--- src/rtl/repetition_pkg.sv ---
// Shared definitions for the repetition-coded link (transmitter and majority-voter receiver).
package repetition_pkg;
   typedef enum logic {IDLE, SEND} state_t;

   localparam int DEF_DATA_W = 8;
   localparam int DEF_REP    = 3;

   // Counter width for a count range of n values, never narrower than one bit
   function automatic int cnt_w(input int n);
      return (n <= 2) ? 1 : $clog2(n);
   endfunction

   localparam int DEF_REP_CW = cnt_w(DEF_REP);
   localparam int DEF_BIT_CW = cnt_w(DEF_DATA_W);
endpackage

--- src/rtl/rep_slot_counter.sv ---
// Nested repetition/bit slot counter: rep_cnt runs inside bit_cnt, both return to zero at frame end.
module rep_slot_counter
   import repetition_pkg::*;
#(
   parameter int DATA_W = DEF_DATA_W,
   parameter int REP    = DEF_REP,
   parameter int RW     = cnt_w(REP),
   parameter int BW     = cnt_w(DATA_W)
) (
   input  logic          clk,
   input  logic          rst,
   input  logic          clr,
   input  logic          adv,
   output logic [RW-1:0] rep_cnt,
   output logic [BW-1:0] bit_cnt,
   output logic          last_rep,
   output logic          last_bit
);
   localparam logic [RW-1:0] REP_LAST = RW'(REP - 1);
   localparam logic [BW-1:0] BIT_LAST = BW'(DATA_W - 1);

   assign last_rep = (rep_cnt == REP_LAST);
   assign last_bit = (bit_cnt == BIT_LAST);

   always_ff @(posedge clk or posedge rst) begin
      if (rst) begin
         rep_cnt <= '0;
         bit_cnt <= '0;
      end else if (clr) begin
         rep_cnt <= '0;
         bit_cnt <= '0;
      end else if (adv) begin
         rep_cnt <= last_rep ? '0 : rep_cnt + 1'b1;
         if (last_rep)
            bit_cnt <= last_bit ? '0 : bit_cnt + 1'b1;
      end
   end
endmodule

--- src/rtl/repetition_encoder_tx.sv ---
// Serial repetition-code transmitter: LSB-first, each bit presented on REP consecutive line slots.
module repetition_encoder_tx
   import repetition_pkg::*;
#(
   parameter int DATA_W = DEF_DATA_W,
   parameter int REP    = DEF_REP
) (
   input  logic              CLK,
   input  logic              RST,
   input  logic [DATA_W-1:0] DIN,
   input  logic              DIN_VALID,
   output logic              DIN_READY,
   output logic              TX_OUT,
   output logic              TX_VALID,
   input  logic              TX_READY,
   output logic              TX_SOF,
   output logic              DONE
);
   localparam int RW = cnt_w(REP);
   localparam int BW = cnt_w(DATA_W);

   state_t            state;
   logic [DATA_W-1:0] shreg, shreg_nx;
   logic [RW-1:0]     rep_cnt;
   logic [BW-1:0]     bit_cnt;
   logic              last_rep, last_bit;
   logic              accept, consume;

   assign accept   = (state == IDLE) && DIN_VALID && DIN_READY;
   assign consume  = (state == SEND) && TX_VALID && TX_READY;
   assign shreg_nx = shreg >> 1;

   rep_slot_counter #(.DATA_W(DATA_W), .REP(REP), .RW(RW), .BW(BW)) u_cnt (
      .clk      (CLK),
      .rst      (RST),
      .clr      (accept),
      .adv      (consume),
      .rep_cnt  (rep_cnt),
      .bit_cnt  (bit_cnt),
      .last_rep (last_rep),
      .last_bit (last_bit)
   );

   // Outputs are computed one edge ahead so every port comes straight from a flop
   always_ff @(posedge CLK or posedge RST) begin
      if (RST) begin
         state     <= IDLE;
         shreg     <= '0;
         TX_OUT    <= 1'b0;
         TX_VALID  <= 1'b0;
         TX_SOF    <= 1'b0;
         DONE      <= 1'b0;
         DIN_READY <= 1'b0;
      end else begin
         DONE <= 1'b0;
         case (state)
            IDLE: begin
               DIN_READY <= 1'b1;
               if (accept) begin
                  shreg     <= DIN;
                  TX_OUT    <= DIN[0];
                  TX_VALID  <= 1'b1;
                  TX_SOF    <= 1'b1;
                  DIN_READY <= 1'b0;
                  state     <= SEND;
               end
            end
            SEND: begin
               if (consume) begin
                  TX_SOF <= 1'b0;
                  if (last_rep) begin
                     shreg  <= shreg_nx;
                     TX_OUT <= shreg_nx[0];
                     if (last_bit) begin
                        TX_VALID  <= 1'b0;
                        TX_OUT    <= 1'b0;
                        DONE      <= 1'b1;
                        DIN_READY <= 1'b1;
                        state     <= IDLE;
                     end
                  end
               end
            end
         endcase
      end
   end

   logic unused;
   assign unused = ^{rep_cnt, bit_cnt};
endmodule

--- config.mk ---
export PLATFORM = sky130hd
export DESIGN_NAME = repetition_encoder_tx
export DESIGN_NICKNAME = d
export VERILOG_FILES = /design/src/rtl/repetition_pkg.sv /design/src/rtl/rep_slot_counter.sv /design/src/rtl/repetition_encoder_tx.sv
export SDC_FILE = /design/constraint.sdc
export NUM_CORES = 1
export LEC_CHECK = 0
export BUFFER_PORTS_ARGS = -buffer_cell sky130_fd_sc_hd__buf_4
export CAP_MARGIN = 20
export CORE_AREA = 3 3 49 51
export DETAILED_ROUTE_END_ITERATION = 8
export DIE_AREA = 0 0 52 54
export GPL_TIMING_DRIVEN = 0
export PLACE_DENSITY = 0.77
export SYNTH_ARGS = -nofsm -noshare
export SYNTH_HDL_FRONTEND = slang
export SYNTH_HIERARCHICAL = 1
export SYNTH_SLANG_ARGS = --single-unit
--- constraint.sdc ---
create_clock -name CLK -period 1.9 [get_ports CLK]
set_clock_uncertainty 0.1 [all_clocks]
set_input_delay 0 -clock CLK [delete_from_list [all_inputs] [get_ports CLK]]
set_output_delay 0 -clock CLK [all_outputs]
set_load 0.01 [all_outputs]
; ---- Word level (Yosys, flattened, before mapping)
; Cells that the tools add are included.
[op_classes]
n_addsub = 2
n_eq_ne = 6
n_mux = 37
bitwise = 1
reduce_logical = 11
[op_table]
columns = op, n
row1 = 8-bit two-way mux, 3
row2 = 1-bit two-way mux, 21
row3 = 8-bit one-hot mux with 2 select lines, 1
row4 = 3-bit two-way mux, 4
row5 = 1-bit one-hot mux with 2 select lines, 5
row6 = 2-bit two-way mux, 3
row7 = "2-bit by 1-bit != test with 1-bit output, second input constant", 3
row8 = 3-bit AND reduction, 2
row9 = 1-bit logical AND, 4
row10 = 2-bit AND reduction, 2
row11 = 4-bit AND reduction, 1
row12 = 2-bit nonzero test, 2
row13 = "3-bit by 1-bit adder with 3-bit output, second input constant", 1
row14 = "3-bit == test, second input constant", 1
row15 = "2-bit by 1-bit adder with 2-bit output, second input constant", 1
row16 = "2-bit == test, second input constant", 1
row17 = "2-bit != test, second input constant", 1
row18 = 1-bit inverter, 1
[word_totals]
regBits = 19
input_bits = 12

; ---- Logic depth before layout (Yosys ltp)
; Gate-level depths: netlist (run 1).
[logic_depth]
word_depth = 5
ltp_mapped = 5
mapped_depth_nobuf = 5

; ---- Cells and area by module
; Netlist (run 1), hierarchy kept.
[modules_own_cells]
columns = mod, n_inst, cells_each, area_each_um2
row1 = repetition_encoder_tx, 1, 49, 608.1
row2 = rep_slot_counter, 1, 25, 286.5

; ---- Worst setup path before layout (run 1)
; No wires, ideal clock.
[synth_path]
path_kind = register -> register
from = reg u_cnt.rep_cnt[0]
to = reg TX_OUT
setup_time_ns = 0.125
arrival_ns = 1.229
required_ns = 1.675
setup_slack_ns = 0.446
path_stages_with_launch = 5
path_buffers = 0
cell_sequence = dfrtp_1 and2b_2 nand2_4 o21ai_4 mux2_2
[synth_via]
elab_chain_len = 3
[synth_lines]
columns = item, line
row1 = start: declaration, rep_slot_counter.sv:14  ; output logic [RW-1:0] rep_cnt,
row2 = start signal: assignment, rep_slot_counter.sv:33  ; rep_cnt <= last_rep ? '0 : rep_cnt + 1'b1;
row3 = 2-bit == test, rep_slot_counter.sv:22  ; assign last_rep = (rep_cnt == REP_LAST);
row4 = named net last_rep, repetition_encoder_tx.sv:26  ; logic last_rep, last_bit;
row5 = 2-bit by 1-bit != test with 1-bit output (no source line), -
row6 = 3-bit AND reduction (no source line), -
row7 = end signal: assignment, repetition_encoder_tx.sv:61  ; TX_OUT <= DIN[0];
row8 = end signal: assignment, repetition_encoder_tx.sv:73  ; TX_OUT <= shreg_nx[0];
row9 = end: declaration, repetition_encoder_tx.sv:13  ; output logic TX_OUT,
; The timed path passes the listed nets, and every way through them passes these cells.
; A chain may end at the register's enable or synchronous reset.

; ---- Worst setup path in the final report (run 1)
[layout_path]
from = reg state
to = reg u_cnt.bit_cnt[1]
[layout_via]
elab_chain_len = 5
word_cells_on_any_way = 9
[layout_lines]
columns = item, line
row1 = start: declaration, repetition_encoder_tx.sv:22  ; state_t state;
row2 = start signal: assignment, repetition_encoder_tx.sv:47  ; state <= IDLE;
row3 = start signal: assignment, repetition_encoder_tx.sv:65  ; state <= SEND;
row4 = start signal: assignment, repetition_encoder_tx.sv:79  ; state <= IDLE;
row5 = 1-bit inverter *, -
row6 = 1-bit logical AND * (2 in a row), repetition_encoder_tx.sv:29  ; assign accept = (state == IDLE) && DIN_VALID && DIN_READY;
row7 = named net accept, repetition_encoder_tx.sv:27  ; logic accept, consume;
row8 = 2-bit nonzero test (no source line), -
row9 = 2-bit AND reduction (no source line), -
row10 = end signal: assignment, rep_slot_counter.sv:35  ; bit_cnt <= last_bit ? '0 : bit_cnt + 1'b1;
row11 = end: declaration, rep_slot_counter.sv:15  ; output logic [BW-1:0] bit_cnt,
; The timed path passes the listed nets; every way through them passes the cells marked *.

==> impl_metrics.csv, run 1 <==
group,metric,value,unit
global_route,antenna_found_initial,0,
synth,synth_common_cells,"dfrtp_1 (18), mux2_2 (13), inv_1 (6)",
floorplanning,io_pins,17,
routing,drc,0,
worst_hold_path,whs_path_depth,3,
worst_hold_path,hp-class,"input pin to register",
global_route,grt_usage,0.138,
timing,fin_tns_setup,0,ns
timing,min_period_over_period,0.841,
timing,drv_slew,0,
power_and_ir_drop,cellLeakagePower,0.566,nW
layout,num-nets-final,117,
floorplanning,rows,16,
critical_path,reg2reg_slack,0.30,ns
power_and_ir_drop,power_frac_comb,0.426,
timing,fmaxAchievable,626,MHz
worst_hold_path,min_to,"TX_SOF",
timing,tightest_slew,0.502,ns
synth,yosys_warnings,6,
critical_path,worst_r2r_endpoint,"u_cnt/bit_cnt[1]",
synth,synthAdderAreaFrac,0.0280,
routing,vias,618,
synth,seq_area_frac_synth,0.503,
synth,netlist.area_leader.share,0.503,
clocking,cts_buffers,3,
synth,yosys.cell_types.count,24,
critical_path,path_class,"register to register",
power_and_ir_drop,clockPowerShare,0.157,
placement,hpwlAfterDp,1260,um
floorplanning,dieArea,2810,sq um
critical_path,startpoint,"state",
timing,hold_violations,0,
global_route,grt_max_degree,14,
power_and_ir_drop,peakVddDrop,583,uV
routing,drtPass1Iterations,4,
synth,synth-edff-count,0,
placement,gp_congestion,0.731,
clocking,cts_sinks,18,
timing,setup_viol,0,
synth,synthMostInstantiatedCell,"dfrtp_1",
clocking,path_clk_slew,0.11,ns
synth,synth_area_per_cell,12.1,sq um
clocking,htree_levels,1,
global_route,grt_pass1_vias,594,
critical_path,critPathArrivalTime,1.72,ns
critical_path,cp_max_fo,10,
synth,synth_compound_area_frac,0.0601,
layout,drive_gt1_frac,0.392,
layout,antennaDiodeCount,0,
timing,fin_crit,1.60,ns
routing,drt-total-wl,1700,um
power_and_ir_drop,power_density,1300,nW/um^2
synth,synth_cells,74,
clocking,root_buffer,"clkbuf_4",
synth,synth_xor_xnor_area_share,0,
routing,drtIter0Drc,5,
worst_hold_path,min_from,"TX_READY",
routing,wl_per_cell,13.2,um
synth,synth.net_count,88,
synth,synth_top_family_by_area,"multiplexers",
floorplanning,start_util,0.451,
synth,synth_simple_gate_area_frac,0.168,
synth,synthMuxAreaShare,0.203,
placement,portBuffers,16,
floorplanning,chipWidth,52,um
placement,dp_slack,0.325,ns
clocking,cts-resized-gates,0,
global_route,gr-total-overflow,0,
synth,yosys-top-cells-area,"dfrtp_1 (50%), mux2_2 (16%), ha_1 (2.8%), nand2b_1 (2.8%), inv_1 (2.5%)",
clocking,cts_tree,"done",
critical_path,reg2reg_depth,4,
floorplanning,die_y,54,um
power_and_ir_drop,p_int,1.03,mW
clocking,clk_path_buf_depth,2,
timing,grt_setup_unrepaired,"false",
synth,ys_seq_elements,18,
critical_path,worst_setup_path_start_kind,"register",
routing,viasPerCell,4.79,
synth,synth_area,895,sq um
clocking,clock_latency,0.29,ns
run_status,status,"completed",
run,drv_cap,0,
critical_path,worst_setup_path_end_kind,"register",
global_route,grt_pass1_wl,2690,um
layout,area_growth,30.2,%
critical_path,required,2.02,ns
power_and_ir_drop,seqPwrFrac,0.417,
timing,setup_ws,0.302,ns
synth,async_flop_share,1.00,
synth,synth_ff_type,"dfrtp_1",
synth,synth_top_area_cell,"dfrtp_1",
floorplanning,core_area,1980,sq um
power_and_ir_drop,power_switching,0.482,mW
critical_path,worstReg2RegStart,"state",
timing,slew_headroom,0.665,
power_and_ir_drop,p_sw_frac,0.318,
routing,postRouteAntennaNets,0,
worst max-delay path, stage by stage, from the launching register on:
cell      delay, ns
dfrtp_1        0.40
nand3b_1       0.25
inv_1          0.21
or3b_1         0.42
mux2i_1        0.15
power by group through the flow:
stage | clock network (mW) | logic (mW) | registers (mW)
2_1_floorplan | 0 | 0.478 | 0.622
3_3_place_gp | 0 | 0.591 | 0.624
3_5_place_dp | 0 | 0.629 | 0.638
4_1_cts | 0.243 | 0.647 | 0.630
5_1_grt | 0.266 | 0.706 | 0.652
6_report | 0.238 | 0.645 | 0.632
metrics by stage:
step	power [mW]	std cells	area [sq um]	hold WS, ns	util
finish	1.51	129	1160	0.00467	0.588
global route	1.62	129	1160	0.00633	0.588
CTS	1.52	129	1160	0.00131	0.588
detailed placement	1.27	117	1050	-0.178	0.529
global placement	1.21	117	1050	-0.174	0.529
floorplan	1.10	74	895	-0.321	-
sequential cells by signal (all words and copies together) (netlist names):
register,flops
TX_OUT,1
DONE,1
u_cnt/bit_cnt,3
DIN_READY,1
TX_SOF,1
TX_VALID,1
state,1
shreg,7
u_cnt/rep_cnt,2
layer usage:
layer / GRT usage / part of all wire / vias to the layer above
met5: 0 / 0 / -
met4: 0.0742 / 0.0059 / 0
met3: 0.0249 / 0.034 / 2
met2: 0.228 / 0.54 / 11
met1: 0.170 / 0.42 / 297
li1: - / - / 308
logic make-up after synthesis:
group,after synthesis
AO/OA/AOI/OAI,8
adder cells (fa/ha/maj),2
buffers and inverters,7
flip-flops,18
multiplexers,16
AND/OR/NAND/NOR,23
timing repair:
action | CTS | global route
hold buffers | 8 | 0
buffers inserted | 0 | 0
endpoints found under the hold margin | 25 | 0
layout by cell type (no fill, tap or decap), types with 3 or more instances in the layout:
cell and count:
nand3b_1 3, mux2_2 13, clkbuf_4 3, nand2b_1 4, dlygate4sd3_1 8, dfrtp_1 18, buf_4 16, o21ai_0 4
nand2_1 4, inv_1 6
layout make-up:
class,instances,area (sq um)
Timing Repair Buffer,24,200
Tap cell,27,33.8
Inverter,6,22.5
Sequential cell,18,450
Buffer,1,11.3
Clock buffer,4,36.3
Multi-Input combinational cell,49,410
Fill cell,152,817
worst max-delay path by stage:
stage                       end  slack (ns)  cells past startpoint
2_1_floorplan            TX_OUT        0.45                      4
3_3_place_gp           shreg[2]        0.36                      4
3_5_place_dp   u_cnt/bit_cnt[1]        0.32                      4
4_1_cts        u_cnt/bit_cnt[1]        0.29                      4
5_1_grt        u_cnt/bit_cnt[1]        0.18                      4
6_report       u_cnt/bit_cnt[1]        0.30                      4
No activity file was read; power rests on OpenSTA's default activity.
==> inputs of run 2 (changes only) <==
Clock period 1.9 ns to 1.6 ns, I/O delays scaled along.
==> run 2 against run 1 <==
Compared with the run above: cell count up 3.1%; clock-buffer cell count unchanged; worst setup slack worse by 0.30 ns; wire length up 9.3%; first-iteration DRC count down 60%; via count up 2.3%; register-to-register slack worse by 0.30 ns; sequential share of layout area down 2.1 points; global-route usage unchanged; power up 30%; clock power up 19%; critical endpoint is now TX_OUT; largest power group unchanged.
==> impl_metrics.csv, run 2 (synthesis gave the netlist of run 1 again) <==
group,metric,value,unit
run_status,status,"completed",
floorplanning,die_y,54,um
timing,fin_crit,1.59,ns
routing,drtPass1Iterations,3,
layout,top_register,"shreg",
placement,gp_congestion,0.731,
timing,fin_hold_ws,0.00605,ns
critical_path,cp_max_fo,6,
worst_hold_path,hp-class,"input pin to register",
critical_path,worst_setup_path_start_kind,"register",
clocking,clock_latency,0.29,ns
timing,hold_violations,0,
clocking,path_clk_slew,0.11,ns
layout,finalInstanceArea,1230,sq um
layout,drive_gt1_frac,0.434,
placement,hpwlAfterDp,1260,um
routing,postRouteAntennaNets,0,
floorplanning,start_util,0.451,
critical_path,critPathArrivalTime,1.68,ns
global_route,gr-total-overflow,0,
layout,fillers,143,
routing,drt-total-wl,1860,um
critical_path,worst_setup_path_end_kind,"register",
power_and_ir_drop,power_density,1600,nW/um^2
global_route,grt_max_degree,14,
floorplanning,chipWidth,52,um
floorplanning,io_pins,17,
layout,num-nets-final,121,
power_and_ir_drop,peakVddDrop,756,uV
global_route,grt_usage,0.138,
placement,placedInstanceArea,1050,sq um
layout,area_growth,37.6,%
clocking,root_buffer,"clkbuf_4",
critical_path,path_class,"register to register",
global_route,grt_pass1_vias,594,
floorplanning,dieArea,2810,sq um
timing,setup_ws,0.00663,ns
clocking,cts_tree,"done",
layout,multi_input_area,432,sq um
timing,setup_viol,0,
timing,fmaxAchievable,628,MHz
routing,drc,0,
routing,drtIter0Drc,2,
clocking,clk_path_buf_depth,2,
clocking,htree_levels,1,
layout,largest_reg_flops,7,
run,drv_cap,0,
layout,layout_common_cells,"buf_4 (19), dfrtp_1 (18), mux2_2 (8), dlygate4sd3_1 (8), mux2_4 (6)",
placement,dp_slack,0.0246,ns
floorplanning,rows,16,
clocking,cts_sinks,18,
layout,final_common_cell,"buf_4",
routing,vias,632,
critical_path,required,1.68,ns
global_route,antenna_found_initial,0,
placement,portBuffers,16,
timing,min_period_over_period,0.996,
floorplanning,core_area,1980,sq um
power_and_ir_drop,cellLeakagePower,0.597,nW
layout,top_regs,"shreg x7, u_cnt/bit_cnt x3, u_cnt/rep_cnt x2",
layout,antennaDiodeCount,0,
timing,drv_slew,0,
global_route,grt_pass1_wl,2690,um
routing,viasPerCell,4.75,
timing,slew_headroom,0.673,
routing,wl_per_cell,14.0,um
timing,grt_setup_unrepaired,"true",
timing,tightest_slew,0.490,ns
clocking,cts_buffers,3,
layout,regArea,450,sq um
## run 2: changes by cell type in the layout (fill, tap and decap cells not counted)
cell	change
inv_1	-1
ha_2	+1
inv_4	+1
mux2_4	+5
buf_12	+1
buf_4	+3
mux2_2	-5
ha_1	-1
## run 2: layout make-up
class                           instances  share of cell area
Timing Repair Buffer                   28               0.197
Inverter                                6              0.0203
Buffer                                  1             0.00915
Multi-Input combinational cell         49               0.351
Sequential cell                        18               0.366
Clock buffer                            4              0.0295
Tap cell                               27              0.0274
## run 2: what timing repair did
action	in CTS	in global routing
pin swaps	0	1
endpoints found under the setup margin	1	8
buffers inserted	0	4
gates resized for setup	1	7
hold buffers	8	0
hold endpoints to repair	25	0
## run 2: stage by stage
step,TNS [ns],utilization,instances,power (mW)
6_report,0,0.621,133,1.97
5_1_grt,-0.270,0.621,133,2.10
4_1_cts,0,0.588,129,1.81
3_5_place_dp,0,0.529,117,1.51
3_3_place_gp,0,0.529,117,1.44
2_1_floorplan,0,-,74,1.31
## run 2: path summary, 6_finish.rpt
kind,from,end,slack [ns],cells after the start
worst min register to register,TX_SOF,TX_SOF,0.42,2
max in group asynchronous,RST,shreg[5],0.90,3
worst max-delay path,u_cnt/rep_cnt[0],TX_OUT,0.007,5
worst min-delay path,TX_READY,TX_SOF,0.006,3
worst max register to register,u_cnt/rep_cnt[0],TX_OUT,0.007,5
min in group asynchronous,RST,u_cnt/rep_cnt[0],0.06,3
## run 2: metal layers
metal / up-vias / global-route usage / wire [um]
met1: 308 / 0.170 / 818
met4: 0 / 0.0742 / 10
met3: 2 / 0.0249 / 55
li1: 315 / - / -
met5: - / 0 / 0
met2: 7 / 0.228 / 975
## run 2: worst max-delay path, stage by stage (launching register included)
cell and delay [ns]:
dfrtp_1 0.41, and2b_2 0.26, nand2_4 0.06, o21ai_4 0.19
buf_12 0.15, mux2_4 0.30
## run 2: power breakdown
group,total [mW],leakage (nW),internal [mW],switching (mW)
Clock,0.284,0.0210,0.139,0.145
Sequential,0.756,0.221,0.636,0.120
Combinational,0.928,0.355,0.569,0.359
Total,1.97,0.597,1.34,0.624
